[config.mk]
export PLATFORM = sky130hd
export DESIGN_NAME = hs_rx_sink
export DESIGN_NICKNAME = d
export VERILOG_FILES = /design/src/rtl/hs_rx_sink_pkg.sv /design/src/rtl/hs_rx_sink_sync_2ff.sv /design/src/rtl/hs_rx_sink.sv
export SDC_FILE = /design/constraint.sdc
export NUM_CORES = 1
export LEC_CHECK = 0
export ABC_AREA = 0
export CORE_MARGIN = 2
export CORE_UTILIZATION = 46
export CTS_CLUSTER_DIAMETER = 60
export DETAILED_ROUTE_END_ITERATION = 12
export GPL_TIMING_DRIVEN = 0
export PLACE_DENSITY = 0.71
export SKIP_CTS_REPAIR_TIMING = 1
export SLEW_MARGIN = 20
export SYNTH_ARGS = -nofsm -noshare
export SYNTH_HDL_FRONTEND = slang
export SYNTH_SLANG_ARGS = --single-unit
[constraint.sdc]
create_clock -name clk_i -period 2.24 [get_ports clk_i]
set_input_delay 0.448 -clock clk_i [delete_from_list [all_inputs] [get_ports clk_i]]
set_output_delay 0.448 -clock clk_i [all_outputs]
set_load 0.005 [all_outputs]
[src/rtl/hs_rx_sink_pkg.sv]
// Shared types and default sizes for the handshake receive sink.
package hs_rx_sink_pkg;

  // Receive handshake states: waiting for a word, or holding ack until valid drops.
  typedef enum logic {
    S_IDLE = 1'b0,
    S_ACK  = 1'b1
  } rx_state_e;

  localparam int DW_DEFAULT = 4;
  localparam int AW_DEFAULT = 2;
  localparam int CW_DEFAULT = 16;

endpackage

[src/rtl/hs_rx_sink_sync_2ff.sv]
// Single-bit two-flop synchroniser; the second flop is the only usable output.
module hs_rx_sink_sync_2ff (
  input  logic clk_i,
  input  logic rst_ni,
  input  logic d_i,
  output logic q_o
);

  logic meta_reg;
  logic sync_reg;

  // Two back-to-back flops with nothing in between to give metastability time to settle.
  always_ff @(posedge clk_i or negedge rst_ni) begin
    if (!rst_ni) begin
      meta_reg <= 1'b0;
      sync_reg <= 1'b0;
    end else begin
      meta_reg <= d_i;
      sync_reg <= meta_reg;
    end
  end

  assign q_o = sync_reg;

endmodule

[src/rtl/hs_rx_sink.sv]
// Consumer side of the port's 4-phase handshake: synchronises valid, captures the
// word into a small first-word-fall-through FIFO, and streams it out valid/ready.
module hs_rx_sink
  import hs_rx_sink_pkg::*;
#(
  parameter int DW = DW_DEFAULT,
  parameter int AW = AW_DEFAULT,
  parameter int CW = CW_DEFAULT
) (
  input  logic          clk_i,
  input  logic          rst_ni,
  input  logic          validrx_i,
  input  logic [DW-1:0] dat_i,
  output logic          ackrx_o,
  output logic [DW-1:0] dat_o,
  output logic          valid_o,
  input  logic          ready_i,
  output logic          full_o,
  output logic          empty_o,
  output logic [AW:0]   count_o,
  output logic [CW-1:0] xfer_cnt_o
);

  localparam int DEPTH = 2 ** AW;

  logic          vld_s;
  rx_state_e     state_reg;
  logic          ack_reg;
  logic [CW-1:0] xfer_reg;
  logic [AW:0]   wr_ptr_reg, wr_ptr_next;
  logic [AW:0]   rd_ptr_reg, rd_ptr_next;
  logic [AW:0]   count_reg, count_next;
  logic          full_reg, full_next;
  logic          empty_reg, empty_next;
  logic          push;
  logic          pop;
  logic [DW-1:0] mem [DEPTH];

  hs_rx_sink_sync_2ff u_sync_valid (
    .clk_i  (clk_i),
    .rst_ni (rst_ni),
    .d_i    (validrx_i),
    .q_o    (vld_s)
  );

  // Push uses the registered full flag, so a pop in the same cycle delays the push by one.
  assign push = (state_reg == S_IDLE) && vld_s && !full_reg;
  assign pop  = !empty_reg && ready_i;

  // Handshake FSM: one push per valid-high phase, ack held until valid is seen low.
  always_ff @(posedge clk_i or negedge rst_ni) begin
    if (!rst_ni) begin
      state_reg <= S_IDLE;
      ack_reg   <= 1'b0;
      xfer_reg  <= '0;
    end else begin
      case (state_reg)
        S_IDLE: begin
          if (push) begin
            state_reg <= S_ACK;
            ack_reg   <= 1'b1;
            xfer_reg  <= xfer_reg + CW'(1);
          end
        end
        S_ACK: begin
          if (!vld_s) begin
            state_reg <= S_IDLE;
            ack_reg   <= 1'b0;
          end
        end
        default: begin
          state_reg <= S_IDLE;
          ack_reg   <= 1'b0;
        end
      endcase
    end
  end

  // Next pointer values and the status flags derived from them.
  always_comb begin
    wr_ptr_next = wr_ptr_reg;
    rd_ptr_next = rd_ptr_reg;
    if (push) wr_ptr_next = wr_ptr_reg + (AW + 1)'(1);
    if (pop)  rd_ptr_next = rd_ptr_reg + (AW + 1)'(1);
    count_next = wr_ptr_next - rd_ptr_next;
    empty_next = (wr_ptr_next == rd_ptr_next);
    full_next  = (wr_ptr_next[AW] != rd_ptr_next[AW]) &&
                 (wr_ptr_next[AW-1:0] == rd_ptr_next[AW-1:0]);
  end

  // Pointers and flags are registered together so they always agree after an edge.
  always_ff @(posedge clk_i or negedge rst_ni) begin
    if (!rst_ni) begin
      wr_ptr_reg <= '0;
      rd_ptr_reg <= '0;
      count_reg  <= '0;
      empty_reg  <= 1'b1;
      full_reg   <= 1'b0;
    end else begin
      wr_ptr_reg <= wr_ptr_next;
      rd_ptr_reg <= rd_ptr_next;
      count_reg  <= count_next;
      empty_reg  <= empty_next;
      full_reg   <= full_next;
    end
  end

  // Storage write; dat_i is stable while valid is high so it is captured directly.
  always_ff @(posedge clk_i) begin
    if (push) mem[wr_ptr_reg[AW-1:0]] <= dat_i;
  end

  assign dat_o      = mem[rd_ptr_reg[AW-1:0]];
  assign ackrx_o    = ack_reg;
  assign valid_o    = !empty_reg;
  assign full_o     = full_reg;
  assign empty_o    = empty_reg;
  assign count_o    = count_reg;
  assign xfer_cnt_o = xfer_reg;

endmodule

# --- Word-level counts from Yosys, hierarchy flattened ---
# Memories as Yosys holds them, arrays and structs flattened.
# Index checks and enable logic that the tools add are counted.
totals:
  mem_count: 1
  output_inout_bits: 27
  inputBits: 8
  elab_cells: 38
  ram_bits: 16
  register_bits: 31
classes:
  n_reduce_logical: 8
  n_eq_ne: 5
  mux: 9
  addsub: 4
  n_bitwise: 1
mem_list:
  columns: ["name", "depth", "word_bits", "rd", "rd_clocked_by_memory_dff", "write_ports", "line", "rtl"]
  rows:
  - ["mem", 4, 4, 1, 0, 1, "hs_rx_sink.sv:37", "logic [DW-1:0] mem [DEPTH];"]
ops:
  columns: ["operator", "count"]
  rows:
  - ["adder 16 x 1 -> 16 bit (second input constant)", 1]
  - ["adder 3 x 1 -> 3 bit (second input constant)", 2]
  - ["two-way mux 3 bit", 2]
  - ["two-way mux 1 bit", 5]
  - ["logical AND 1 bit", 4]
  - ["!= test 2 bit (second input constant)", 2]
  - ["one-hot mux 1 bit (2 select lines)", 2]
  - ["AND reduction 2 bit", 2]
  - ["== test 3 bit", 1]
  - ["subtractor 3 bit", 1]
  - ["== test 2 bit", 1]
  - ["logical NOT 1 bit", 2]
  - ["!= test 1 bit", 1]
  - ["NOT 1 bit", 1]

# --- Depth between registers and ports, before layout ---
# Gate-level depths: netlist of the first run.
depth:
  word_depth: 6
  ltp_mapped: 8
  depth_no_buf: 7

# --- By module ---
# From an unflattened synthesis of the first run, not the netlist that was laid out.
hier_totals:
  hier_cells: 134
  area_unflattened_um2: 1959.4
modules_own_cells:
  columns: ["module", "cells_per_inst", "seq_area_each_um2", "n_inst", "area_each_um2"]
  rows:
  - ["hs_rx_sink", 132, 1207.4, 1, 1909.3]
  - ["hs_rx_sink_sync_2ff", 2, 50.0, 1, 50.0]

# --- Least setup slack after synthesis of the first run ---
# Ideal clock, no wire load.
synth_path:
  path_type: "reg2reg"
  startpoint: "register state_reg"
  endpoint: "register count_reg[2] (netlist: count_o[2])"
  setup_slack_ns: 0.538
  stages_incl_launch_ff: 9
  n_path_buf: 1
  required_time_ns: 2.110
  period_less_slack_ns: 1.702
  setup_ns: 0.130
  t_arrival_ns: 1.572
  cell_sequence: "dfrtp_1 > nor3b_2 > buf_4 > xnor2_1 > inv_1 > ha_1 > inv_1 > fa_1 > xor2_1"
synth_between:
  elab_chain_len: 5
synth_rtl:
  columns: ["element", "line", "rtl"]
  rows:
  - ["start: declaration", "hs_rx_sink.sv:27", "rx_state_e state_reg;"]
  - ["start signal: assignment", "hs_rx_sink.sv:53", "state_reg <= S_IDLE;"]
  - ["start signal: assignment", "hs_rx_sink.sv:60", "state_reg <= S_ACK;"]
  - ["start signal: assignment", "hs_rx_sink.sv:67", "state_reg <= S_IDLE;"]
  - ["NOT 1 bit", null, null]
  - ["logical AND 1 bit (2 in a row)", "hs_rx_sink.sv:47", "assign push = (state_reg == S_IDLE) && vld_s && !full_reg;"]
  - ["two-way mux 3 bit", "hs_rx_sink.sv:83", "if (push) wr_ptr_next = wr_ptr_reg + (AW + 1)'(1);"]
  - ["via wr_ptr_next[0]", "hs_rx_sink.sv:30", "logic [AW:0] wr_ptr_reg, wr_ptr_next;"]
  - ["subtractor 3 bit", "hs_rx_sink.sv:85", "count_next = wr_ptr_next - rd_ptr_next;"]
  - ["via count_next[2]", "hs_rx_sink.sv:32", "logic [AW:0] count_reg, count_next;"]
  - ["end signal: assignment", "hs_rx_sink.sv:102", "count_reg <= count_next;"]
  - ["end: declaration", "hs_rx_sink.sv:32", null]
# The timed path passes the listed nets, and every way through them passes these cells.
# A chain may end at the register's enable or synchronous reset.

# --- Worst setup path in the final report of the first run ---
layout_path:
  startpoint: "register rd_ptr_reg[0]"
  endpoint: "output port dat_o[0]"
layout_between:
  elab_chain_len: 1
layout_rtl:
  columns: ["element", "line", "rtl"]
  rows:
  - ["start: declaration", "hs_rx_sink.sv:31", "logic [AW:0] rd_ptr_reg, rd_ptr_next;"]
  - ["start signal: assignment", "hs_rx_sink.sv:101", "rd_ptr_reg <= rd_ptr_next;"]
  - ["memory read (4 x 4 bit)", null, null]
  - ["end: declaration", "hs_rx_sink.sv:15", "output logic [DW-1:0] dat_o,"]
# Every way passes these cells.

==> flow_metrics.py, run 1 <==
metrics = {
    "grt": {
        "grt.met1_usage": 0.1795,
        "grt_busiest_layer": "met2",
        "grt_use_met2": 0.2447,
        "grt_pass1_vias": 1205,
        "grt_pass1_wl_um": 5520,
        "overflow": 0,
        "met3_usage": 0.05087,
        "track_usage": 0.1454,
        "grt_antenna_before_repair": 0,
        "grt_max_degree": 32,
    },
    "place": {
        "dp_hpwl_um": 2353,
        "place_area_um2": 2385,
        "finalWeightedCongestion": 0.7098,
        "numPortBuffers": 34,
        "dpl_worst_slack_ns": 0.06330,
    },
    "cells_and_area": {
        "fillers": 323,
        "fin_util": 0.6053,
        "synthToLayoutAreaGrowth_pct": 24.50,
        "finish.instance_area_um2": 2474,
        "final_layout_size_suffix_gt1_frac": 0.1307,
        "diodes": 0,
        "final_nets": 192,
    },
    "worst_setup_path": {
        "cp-end-kind": "primary output",
        "r2r-start": "state_reg",
        "critPathTopFamily": "multiplexers",
        "cp-endpoint": "dat_o[0]",
        "crit_buf_inv": 1,
        "startpoint_type": "register",
        "cp-startpoint": "rd_ptr_reg[0]",
        "cp_data_arrival_time_ns": 1.71,
        "regToRegEndpoint": "count_o[2]",
        "critPathMaxStageDelay_ns": 0.52,
        "path_class": "reg -> out",
        "worst-path-max-fanout": 5,
        "worst-path-stages": 2,
        "r2r_slack_ns": 0.34,
        "critPathSlowestCell": "mux4_2",
        "path_cells": "mux4_2 > clkdlybuf4s50_1",
        "reg2reg_depth": 8,
        "cp.required_ns": 1.79,
    },
    "yosys": {
        "syn-cell-area_um2": 1987,
        "synth-seq-cells": 47,
        "syn-num-nets": 151,
        "ys_seq_area_frac": 0.6329,
        "synth_warnings": 0,
        "async_reset_ff_frac": 0.6596,
        "syn_inst": 134,
        "syn_avg_cell_area_um2": 14.83,
        "ys.flop_type": "dfrtp_1",
        "synthDistinctLibCells": 30,
        "synth_edf_count": 16,
    },
    "floorplanning": {
        "row_count": 23,
        "initial_core_util": 0.4862,
        "die_w_um": 69.72,
        "ioPinCount": 35,
        "die_y_um": 69.72,
        "core_area_um2": 4086,
        "dieArea_um2": 4861,
    },
    "detailed_routing": {
        "drc": 0,
        "drt_pass1_iterations": 4,
        "via_per_inst": 4.881,
        "postRouteAntennaNets": 0,
        "via_count": 1103,
        "dr.first_iter.drc_count": 30,
        "wl_um": 3224,
        "wl_per_cell_um": 14.27,
    },
    "power": {
        "p_per_area_nw_per_um2": 1104,
        "peakVddDrop_mv": 0.4758,
        "p_leak_nw": 1.008,
    },
    "sta": {
        "post-route-worst-setup-slack_ns": 0.08317,
        "slew_headroom": 0.5491,
        "final_max_slew_viol_count": 0,
        "fin_crit_ns": 2.157,
        "rsz0062_at_grt": "no",
        "fin_crit_sh": 0.9629,
        "fmax_ghz": 0.4636,
        "fin_worst_skew_ns": 0.003134,
        "tightest_slew_ns": 0.6764,
        "setup_violations": 0,
        "hold_viol": 0,
    },
    "clocking": {
        "cts_sinks": 47,
        "cts_tree": "yes",
        "worstSkewPairLatency_ns": 0.28,
        "cts_max_level": 2,
        "cts_inserted_buffers": 5,
        "path_clk_slew_ns": 0.08,
        "cts_root_buf": "clkbuf_8",
        "clock_tree.buffer_depth": 2,
    },
    "hold_path": {
        "hold_path.class": "in -> async",
    },
    "job": {
        "max-cap-violations": 0,
    },
    "run_status": {
        "status": "finished clean",
    },
}
## area by class of cell
type,instances,area (µm²),share of cell area
plain buffers,2,12.51,0.005058
clock buffers,7,76.32,0.03085
clock inverters,1,5.005,0.002023
inverters,9,33.78,0.01366
multi-input cells,75,679.4,0.2747
flip-flops and latches,47,1259,0.5089
well taps,50,62.56,0.02529
repair buffers,35,345.3,0.1396
## cell usage in the layout (no fill, tap or decap), types with 4 or more instances in the layout
| cell type | instances |
|---|---|
| ha_1 | 8 |
| mux4_2 | 4 |
| inv_1 | 9 |
| nand4_1 | 5 |
| nand3_1 | 6 |
| edfxtp_1 | 16 |
| dfrtp_1 | 29 |
| xnor2_1 | 15 |
| clkbuf_8 | 5 |
| nand2_1 | 10 |
| nor2_1 | 4 |
| clkdlybuf4s50_1 | 32 |
## how the worst min path moves through the flow
stage                                     start               endpoint  slack (ns)  cells after the start
final                                    rst_ni          xfer_cnt_o[0]        0.19                      1
after floorplan                          rst_ni                ackrx_o        0.15                      0
after global placement    u_sync_valid.meta_reg       u_sync_valid.q_o        0.33                      0
after global routing                     rst_ni  u_sync_valid.meta_reg        0.23                      1
after detailed placement  u_sync_valid.meta_reg       u_sync_valid.q_o        0.34                      0
after CTS                                rst_ni  u_sync_valid.meta_reg        0.20                      1
## cell usage after synthesis (2+ instances only)
library cell,instances,area share
nand3_1,6,0.015
ha_1,8,0.050
mux4_2,4,0.045
and2_1,3,0.0094
mux2_2,2,0.011
o21ai_0,2,0.0050
nor2_1,4,0.0076
nand2_1,10,0.019
nand4_1,5,0.016
xnor2_1,15,0.066
xor2_1,3,0.013
edfxtp_1,16,0.24
dfrtp_1,30,0.38
inv_1,9,0.017
and3_1,2,0.0063
## layer usage
metal,share of wire,wire length [µm]
met5,0,0
met4,0.012,38
met1,0.44,1415
met2,0.50,1623
met3,0.046,147
## per-stage QoR
step	std cells	hold slack [ns]	total power [mW]	TNS (ns)
2_1_floorplan	134	0.1524	1.842	0
3_3_place_gp	218	0.3344	2.242	0
3_5_place_dp	218	0.3411	2.292	0
4_1_cts	226	0.2018	2.775	-0.9553
5_1_grt	226	0.2318	2.930	0
6_report	226	0.1896	2.730	0
## power breakdown
group          leakage (nW)  internal [mW]  total, mW  switching (mW)
combinational         0.431          0.588      0.987           0.399
sequential            0.535           1.09       1.27           0.185
clock                0.0422          0.219      0.469           0.250
total                  1.01           1.90       2.73           0.835
## worst register-to-register path, delay by kind of cell (launching register included)
| family | cells | cell delay [ns] |
|---|---|---|
| XOR/XNOR | 2 | 0.26 |
| AND/OR/NAND/NOR | 1 | 0.26 |
| buffers and inverters | 3 | 0.33 |
| flip-flops | 1 | 0.42 |
| adder cells (fa/ha/maj) | 2 | 0.51 |
## logic make-up after synthesis
logic type	Yosys count	synth area share
AO/OA/AOI/OAI	4	0.01133
multiplexers	6	0.05668
flip-flops	47	0.6329
adder cells (fa/ha/maj)	9	0.06046
buffers and inverters	12	0.02518
AND/OR/NAND/NOR	35	0.09824
XOR/XNOR	21	0.1152
Power figures use the tool's default switching activity.
==> run 2, diff against run 1 <==
--- a/config.mk
+++ b/config.mk
@@ -8,6 +8,7 @@
 export ABC_AREA = 0
 export CORE_MARGIN = 2
 export CORE_UTILIZATION = 46
+export CTS_BUF_LIST = sky130_fd_sc_hd__clkbuf_16
 export CTS_CLUSTER_DIAMETER = 60
 export DETAILED_ROUTE_END_ITERATION = 12
 export GPL_TIMING_DRIVEN = 0
==> run 2 against run 1 <==
Against the previous run:
- clock power up 47%
- first-iteration DRC count rose by 30%
- via count grew 1.9%
- worst setup slack better by 0.0069 ns
- routed wire length increased by 4.3%
- sequential share of layout area down 1.1 points
- sequential power is essentially flat
- register-to-register slack barely moved
- final cell count unchanged
- non-clock buffer count did not move
- die area is the same
- critical endpoint is now dat_o[3]
==> flow_metrics.py, run 2 (same netlist as run 1, synthesis figures left out) <==
metrics = {
    "place": {
        "dp_hpwl_um": 2353,
        "finalWeightedCongestion": 0.7098,
        "place_area_um2": 2385,
        "dpl_worst_slack_ns": 0.06330,
        "numPortBuffers": 34,
    },
    "clocking": {
        "cts_max_level": 2,
        "cts_inserted_buffers": 5,
        "cts_root_buf": "clkbuf_16",
        "path_clk_slew_ns": 0.06,
        "clock_tree.buffer_depth": 2,
        "cts_tree": "yes",
        "worstSkewPairLatency_ns": 0.28,
        "cts_sinks": 47,
    },
    "grt": {
        "met3_usage": 0.05959,
        "grt_use_met2": 0.2521,
        "grt.met1_usage": 0.1865,
        "track_usage": 0.1545,
        "grt_busiest_layer": "met2",
        "grt_antenna_before_repair": 0,
        "grt_max_degree": 32,
        "grt_pass1_vias": 1220,
        "overflow": 0,
        "grt_pass1_wl_um": 5720,
    },
    "detailed_routing": {
        "drc": 0,
        "dr.first_iter.drc_count": 39,
        "via_per_inst": 4.973,
        "wl_per_cell_um": 14.88,
        "via_count": 1124,
        "drt_pass1_iterations": 4,
        "wl_um": 3364,
        "postRouteAntennaNets": 0,
    },
    "job": {
        "max-cap-violations": 0,
    },
    "cells_and_area": {
        "diodes": 0,
        "final_common_cell": "clkdlybuf4s50_1",
        "fillers": 314,
        "multi_input_area_um2": 679.4,
        "ff_latch_area_um2": 1259,
        "final_layout_size_suffix_gt1_frac": 0.1307,
        "fin_util": 0.6185,
        "final_nets": 192,
        "final_cell_mix": "clkdlybuf4s50_1 (33), dfrtp_1 (29), edfxtp_1 (16), xnor2_1 (15), inv_1 (11)",
        "finish.instance_area_um2": 2527,
        "synthToLayoutAreaGrowth_pct": 27.20,
    },
    "sta": {
        "post-route-worst-setup-slack_ns": 0.09003,
        "setup_violations": 0,
        "slew_headroom": 0.5499,
        "tightest_slew_ns": 0.6751,
        "fin_worst_skew_ns": 0.002650,
        "final_max_slew_viol_count": 0,
        "fin_crit_ns": 2.150,
        "holdWs_ns": 0.2015,
        "fmax_ghz": 0.4651,
        "hold_viol": 0,
        "fin_crit_sh": 0.9598,
        "rsz0062_at_grt": "no",
    },
    "floorplanning": {
        "initial_core_util": 0.4862,
        "core_area_um2": 4086,
        "die_w_um": 69.72,
        "ioPinCount": 35,
        "row_count": 23,
        "die_y_um": 69.72,
        "dieArea_um2": 4861,
    },
    "worst_setup_path": {
        "r2r-start": "state_reg",
        "regToRegEndpoint": "count_o[2]",
        "critPathSlowestCell": "mux4_2",
        "path_class": "reg -> out",
        "reg2reg_depth": 8,
        "critPathMaxStageDelay_ns": 0.52,
        "cp_data_arrival_time_ns": 1.70,
        "r2r_slack_ns": 0.34,
        "cp-end-kind": "primary output",
        "startpoint_type": "register",
        "cp.required_ns": 1.79,
        "path_cells": "mux4_2 > clkdlybuf4s50_1",
        "worst-path-max-fanout": 5,
    },
    "run_status": {
        "status": "finished clean",
    },
    "hold_path": {
        "hold_path.class": "in -> async",
    },
    "power": {
        "p_total_mw": 2.965,
        "p_per_area_nw_per_um2": 1173,
        "peakVddDrop_mv": 0.5088,
        "p_leak_nw": 1.033,
    },
}
==> run 2: cell types whose count changed in the layout (fill, tap and decap cells not counted), sizes merged <==
cell           previous run  this run
clkbuf                    7         5
inv                       9        11
clkdlybuf4s50            32        33
dlymetal6s2s              1         0
==> run 2: cell type report <==
cell class,count,area share
repair buffers,35,0.1356
clock buffers,5,0.04951
inverters,9,0.01337
multi-input cells,75,0.2688
well taps,50,0.02475
clock inverters,3,0.004951
plain buffers,2,0.004951
flip-flops and latches,47,0.4980
==> run 2: how the worst max path moves through the flow <==
| stage | from | end | cells past startpoint |
|---|---|---|---|
| 2_1_floorplan | state_reg | count_o[2] | 8 |
| 3_3_place_gp | rd_ptr_reg[0] | dat_o[1] | 3 |
| 3_5_place_dp | rd_ptr_reg[0] | dat_o[3] | 3 |
| 4_1_cts | rd_ptr_reg[0] | dat_o[3] | 3 |
| 5_1_grt | rd_ptr_reg[0] | dat_o[3] | 2 |
| 6_report | rd_ptr_reg[0] | dat_o[3] | 2 |
==> run 2: power by group <==
group	internal [mW]	switching [mW]
Sequential	1.09	0.186
Clock	0.403	0.285
Combinational	0.593	0.406
==> run 2: worst max-delay path: cells and delay by family (launching register included) <==
kind	cells	cell delay, ns
mux	1	0.52
buf+inv	1	0.46
flops	1	0.44
==> run 2: stage by stage <==
step | instances | setup TNS (ns)
after detailed placement | 218 | 0
after CTS | 226 | -0.8900
final | 226 | 0
after global placement | 218 | 0
after floorplan | 134 | 0
after global routing | 226 | 0
==> run 2: per-layer routing <==
layer,wire length [µm],vias to the layer above
met1,1432,552
met3,161,4
met2,1738,28
li1,-,540
met5,0,-
met4,32,0
